`src/rtl/mem_io_responder.sv`:
```
// Memory-side responder for the 8-bit CPU bus: 240-byte RAM plus memory-mapped I/O (port, input sync, timer, TX FIFO).
// Optional timer block is built only when MEM_IO_TIMER_EN is defined.
module mem_io_responder #(
  parameter int unsigned PRESCALE   = 16,
  parameter int unsigned FIFO_DEPTH = 4
) (
  input  logic       clk,
  input  logic       rst,
  input  logic [7:0] addr,
  input  logic [7:0] data_in,
  input  logic       rden,
  input  logic       wren,
  output logic [7:0] data_out,
  input  logic [7:0] in_port,
  output logic [7:0] out_port,
  output logic [7:0] tx_data,
  output logic       tx_valid,
  input  logic       tx_ready,
  output logic       irq
);

  localparam int unsigned RAM_WORDS = 240;
  localparam int unsigned PTR_W     = $clog2(FIFO_DEPTH);
  localparam int unsigned CNT_W     = $clog2(FIFO_DEPTH) + 1;

  localparam logic [7:0] A_OUT    = 8'hF0;
  localparam logic [7:0] A_IN     = 8'hF1;
  localparam logic [7:0] A_TCNT   = 8'hF2;
  localparam logic [7:0] A_TCMP   = 8'hF3;
  localparam logic [7:0] A_STATUS = 8'hF4;
  localparam logic [7:0] A_TXD    = 8'hF5;

  logic [7:0] ram [RAM_WORDS];
  logic [7:0] sync1, sync2;
  logic [7:0] rd_data_c;
  logic       is_ram_c;
  logic       stat_wr_c;
  logic [7:0] tcnt_rd_c, tcmp_rd_c;
  logic       match_rd_c;

  assign is_ram_c  = addr < A_OUT;
  assign stat_wr_c = wren && (addr == A_STATUS);

  // RAM contents survive reset; writes are blocked while rst is high
  always_ff @(posedge clk) begin
    if (!rst && wren && is_ram_c) begin
      ram[addr] <= data_in;
    end
  end

  // Output port latch and two-flop input synchronizer
  always_ff @(posedge clk) begin
    if (rst) begin
      out_port <= 8'h00;
      sync1    <= 8'h00;
      sync2    <= 8'h00;
    end else begin
      if (wren && (addr == A_OUT)) begin
        out_port <= data_in;
      end
      sync1 <= in_port;
      sync2 <= sync1;
    end
  end

  // ---------------- TX FIFO ----------------
  logic [7:0]       fifo_mem [FIFO_DEPTH];
  logic [PTR_W-1:0] rd_ptr, wr_ptr;
  logic [CNT_W-1:0] count;
  logic             ovf;
  logic             empty_c, full_c, push_c, pop_c, accept_c;

  assign empty_c  = (count == '0);
  assign full_c   = (count == CNT_W'(FIFO_DEPTH));
  assign pop_c    = !empty_c && tx_ready;
  assign push_c   = wren && (addr == A_TXD);
  // A full FIFO still takes a push when a pop frees a slot in the same cycle
  assign accept_c = push_c && (!full_c || pop_c);

  assign tx_valid = !empty_c;
  assign tx_data  = empty_c ? 8'h00 : fifo_mem[rd_ptr];

  always_ff @(posedge clk) begin
    if (!rst && accept_c) begin
      fifo_mem[wr_ptr] <= data_in;
    end
  end

  always_ff @(posedge clk) begin
    if (rst) begin
      rd_ptr <= '0;
      wr_ptr <= '0;
      count  <= '0;
      ovf    <= 1'b0;
    end else begin
      if (pop_c) begin
        rd_ptr <= rd_ptr + PTR_W'(1);
      end
      if (accept_c) begin
        wr_ptr <= wr_ptr + PTR_W'(1);
      end
      case ({accept_c, pop_c})
        2'b10:   count <= count + CNT_W'(1);
        2'b01:   count <= count - CNT_W'(1);
        default: count <= count;
      endcase
      if (push_c && !accept_c) begin
        ovf <= 1'b1;
      end else if (stat_wr_c && data_in[3]) begin
        ovf <= 1'b0;
      end
    end
  end

  // ---------------- Timer ----------------
`ifdef MEM_IO_TIMER_EN
  localparam logic [7:0] PS_LAST = 8'(PRESCALE - 1);

  logic [7:0] presc, tcnt, tcmp;
  logic [7:0] tcnt_nxt_c;
  logic       match;
  logic       tick_c, tcnt_wr_c, tcmp_wr_c;

  assign tick_c     = (presc == PS_LAST);
  assign tcnt_nxt_c = tcnt + 8'd1;
  assign tcnt_wr_c  = wren && (addr == A_TCNT);
  assign tcmp_wr_c  = wren && (addr == A_TCMP);

  // A TCNT write beats a tick; a match set beats a clear
  always_ff @(posedge clk) begin
    if (rst) begin
      presc <= 8'h00;
      tcnt  <= 8'h00;
      tcmp  <= 8'hFF;
      match <= 1'b0;
    end else begin
      if (tcnt_wr_c) begin
        presc <= 8'h00;
        tcnt  <= 8'h00;
      end else if (tick_c) begin
        presc <= 8'h00;
        tcnt  <= tcnt_nxt_c;
      end else begin
        presc <= presc + 8'd1;
      end
      if (tcmp_wr_c) begin
        tcmp <= data_in;
      end
      if (tick_c && !tcnt_wr_c && (tcnt_nxt_c == tcmp)) begin
        match <= 1'b1;
      end else if (stat_wr_c && data_in[2]) begin
        match <= 1'b0;
      end
    end
  end

  assign irq        = match;
  assign tcnt_rd_c  = tcnt;
  assign tcmp_rd_c  = tcmp;
  assign match_rd_c = match;
`else
  assign irq        = 1'b0;
  assign tcnt_rd_c  = 8'h00;
  assign tcmp_rd_c  = 8'h00;
  assign match_rd_c = 1'b0;
`endif

  // Side-effect-free read mux
  always_comb begin
    rd_data_c = 8'h00;
    if (is_ram_c) begin
      rd_data_c = ram[addr];
    end else begin
      case (addr)
        A_OUT:    rd_data_c = out_port;
        A_IN:     rd_data_c = sync2;
        A_TCNT:   rd_data_c = tcnt_rd_c;
        A_TCMP:   rd_data_c = tcmp_rd_c;
        A_STATUS: rd_data_c = {4'b0000, ovf, match_rd_c, full_c, empty_c};
        A_TXD:    rd_data_c = 8'(count);
        default:  rd_data_c = 8'h00;
      endcase
    end
  end

  // Registered read data; a simultaneous write suppresses the read
  always_ff @(posedge clk) begin
    if (rst) begin
      data_out <= 8'h00;
    end else if (rden && !wren) begin
      data_out <= rd_data_c;
    end
  end

endmodule

```
`config.mk`:
```
export PLATFORM = sky130hd
export DESIGN_NAME = mem_io_responder
export DESIGN_NICKNAME = d
export VERILOG_FILES = /design/src/rtl/mem_io_responder.sv
export SDC_FILE = /design/constraint.sdc
export NUM_CORES = 2
export LEC_CHECK = 0
export CAP_MARGIN = 20
export CORE_MARGIN = 8
export CORE_UTILIZATION = 34
export DETAILED_ROUTE_END_ITERATION = 10
export SLEW_MARGIN = 5
export SYNTH_ARGS = -nofsm -noshare
export SYNTH_HDL_FRONTEND = slang
export SYNTH_SLANG_ARGS = --single-unit
```
`constraint.sdc`:
```
create_clock -name clk -period 3.05 [get_ports clk]
set_clock_uncertainty 0.2 [all_clocks]
set_input_delay 0.305 -clock clk [delete_from_list [all_inputs] [get_ports clk]]
set_output_delay 0.305 -clock clk [all_outputs]
set_load 0.01 [all_outputs]
```
==> flow_summary.json <==
{
  "status": "completed",
  "synthSimpleGateAreaFrac_pct": 3.49,
  "hold_start": "addr[6]",
  "hold_path_depth": 5,
  "htreeDepth": 4,
  "ys_top_cells_by_area": "edfxtp_1, mux4_2, mux2i_1",
  "yosysMostFrequentCell": "edfxtp_1",
  "final_cell_area_um2": 93800,
  "synth_area_leader_cell": "edfxtp_1",
  "initial_utilization_pct": 34.2,
  "min_period_ns": 2.95,
  "drt_pre_antenna_iters": 6,
  "num_vias": 41472,
  "die_w_um": 494,
  "grt_pass1_wl_mm": 308,
  "synth-xor-area-share_pct": 0.0451,
  "startpoint_type": "flip-flop",
  "post-dp-hpwl_mm": 143,
  "synth_edf_count": 1952,
  "drive_gt1_share_pct": 31.5,
  "grt_pass1_vias": 41510,
  "routed_wirelength_mm": 216,
  "rsz0062_at_grt": "no",
  "setup_viol": 0,
  "overflow": 0,
  "die_area_um2": 244000,
  "wl_met3_mm": 17.0,
  "antenna_found_initial": 8,
  "io_pins": 55,
  "setup.worst_path.class": "flip-flop to output pin",
  "core_area_um2": 227000,
  "synthCells": 3776,
  "drtIter0Drc": 5086,
  "ir_worst_vdd_v": 0.000441,
  "rr_startpoint": "ram[131][0]",
  "synthesis.nets": 3810,
  "grt_usage_pct": 17.3,
  "die_h_um": 494,
  "synth_area_um2": 77700,
  "cts.sink_count": 1994,
  "drv_slew": 0,
  "post_drt_wl_per_cell_um": 28.0,
  "worstRegToRegCells": 8,
  "synth_fa_ha_area_share_pct": 0.0902,
  "cts_buffers": 199,
  "cts-root-buf": "clkbuf_16",
  "row_count": 175,
  "clock_tree.buffer_depth": 3,
  "placed_cells": 7321,
  "ys_seq_area_share_pct": 76.5,
  "top_layer": "met4",
  "drc_errors": 0,
  "p_per_area_nw_per_um2": 609,
  "drv_cap": 0,
  "cp.arrival_ns": 2.44,
  "gp_congestion": 0.850,
  "async_flop_share_pct": 0,
  "syn2layout_area_growth_pct": 20.7,
  "synth_top_family_by_area": "multiplexers",
  "max_freq_ghz": 0.340,
  "placed_area_um2": 87100,
  "io_buffers": 53,
  "hold_viol": 0,
  "synth_compound_area_share_pct": 2.72,
  "synth_ff_type": "edfxtp_1",
  "endpoint_kind": "output pin",
  "clk_pin_slew_ns": 0.06,
  "ant_nets": 0,
  "yosys.cell_types.count": 75,
  "via_per_inst": 5.37,
  "finalNonFillerCells": 7718,
  "tns_ns": 0,
  "synth_mux_area_share_pct": 15.3,
  "yosysWarningCount": 0,
  "tightest_slew_ns": 1.03,
  "grt_max_degree": 103,
  "relSlewSlack_pct": 31.2,
  "holdCritPathClass": "input port to flip-flop",
  "dr_wl_met2_mm": 104,
  "clkLatencyLatePin_ns": 0.85,
  "synth_commonest_cells": "edfxtp_1, mux4_2, nor2_1, mux2i_1, nand2_1",
  "leakagePower_nw": 30.5,
  "finalCritPeriodShare_pct": 96.6,
  "m1WireLength_mm": 87.6,
  "cp_max_fo": 7,
  "cts_tree": "built",
  "avgSynthCellArea_um2": 20.6,
  "synth.top_cell.area_share_pct": 75.5,
  "nets": 4575,
  "ys_seq_elements": 1994,
  "cp_data_required_time_ns": 2.54
}
## kinds of logic after synthesis
logic type,after synthesis
flip-flops,1994
AND/OR/NAND/NOR,611
multiplexers,625
other,1
AO/OA/AOI/OAI,297
buffers and inverters,239
adder cells (fa/ha/maj),5
XOR/XNOR,4
## routing by layer
layer  vias up  track usage (%)
met2      1911             28.1
li1      17153                -
met5         -                0
met3       350             3.02
met1     22058             23.5
met4         0             5.97
## worst max-delay path: stages, from the launching register on
cell	delay (ns)
dfxtp_4	0.42
mux4_2	0.52
and2_1	0.18
clkdlybuf4s50_1	0.47
## sequential cells by signal (all words and copies together), names as in the netlist, named ones only
name and count:
count 3, out_port 8, data_out 8, ovf 1
rd_ptr 2, ram 1920, wr_ptr 2, fifo_mem 32
sync1 8, sync2 8
## timing repair
item | CTS | global route
hold buffers | 25 | 0
gates resized for setup | 6 | 2
hold endpoints to repair | 432 | 0
setup buffers | 1 | 1
gates cloned | 0 | 0
setup endpoints to repair | 8 | 3
## where the power goes
group	leakage (nW)	total [mW]	switching [mW]	internal, mW
Combinational	9.57	3.18	1.89	1.28
Clock	3.07	23.7	10.6	13.1
Sequential	17.9	30.1	0.0372	30.1
Total	30.5	57.1	12.5	44.5
## final timing paths
| check | slack (ns) | to |
|---|---|---|
| min reg2reg | 0.25 | sync2[3] |
| max reg2reg | 0.22 | data_out[0] |
| max | 0.10 | tx_data[1] |
| min | 0.08 | data_out[5] |
## cells in the final DEF (no fill, tap or decap), types with 32 or more instances in the layout
| master | count |
|---|---|
| clkbuf_1 | 47 |
| a22oi_1 | 60 |
| o22ai_1 | 50 |
| buf_12 | 86 |
| nor2_1 | 309 |
| a21oi_1 | 32 |
| nand2_1 | 128 |
| dfxtp_1 | 40 |
| mux4_2 | 451 |
| clkbuf_16 | 199 |
| clkinv_2 | 35 |
| mux2i_1 | 167 |
| buf_4 | 631 |
| edfxtp_1 | 1952 |
| clkdlybuf4s50_1 | 32 |
| nand3_1 | 54 |
| clkinv_1 | 49 |
## cell type report
| class | count | area [um2] |
|---|---|---|
| Tap cell | 3009 | 3760 |
| Clock buffer | 249 | 5200 |
| Fill cell | 19852 | 134000 |
| Antenna cell | 1 | 2.50 |
| Multi-Input combinational cell | 1543 | 16900 |
| Timing Repair Buffer | 794 | 7250 |
| Sequential cell | 1994 | 59500 |
| Clock inverter | 119 | 1140 |
| Inverter | 9 | 38.8 |
## per-stage QoR
step | utilization, % | hold slack, ns | worst slack [ns] | total power [mW]
after CTS | 41.2 | 0.00608 | 0.000971 | 57.5
after global routing | 41.3 | 0.0931 | 0.00426 | 58.6
after floorplan | - | 0.204 | 0.129 | 32.1
final | 41.3 | 0.0795 | 0.105 | 57.1
after global placement | 38.3 | 0.229 | -0.748 | 33.8
after detailed placement | 38.3 | 0.223 | -0.722 | 33.9
No activity file was read; power rests on OpenSTA's default activity.
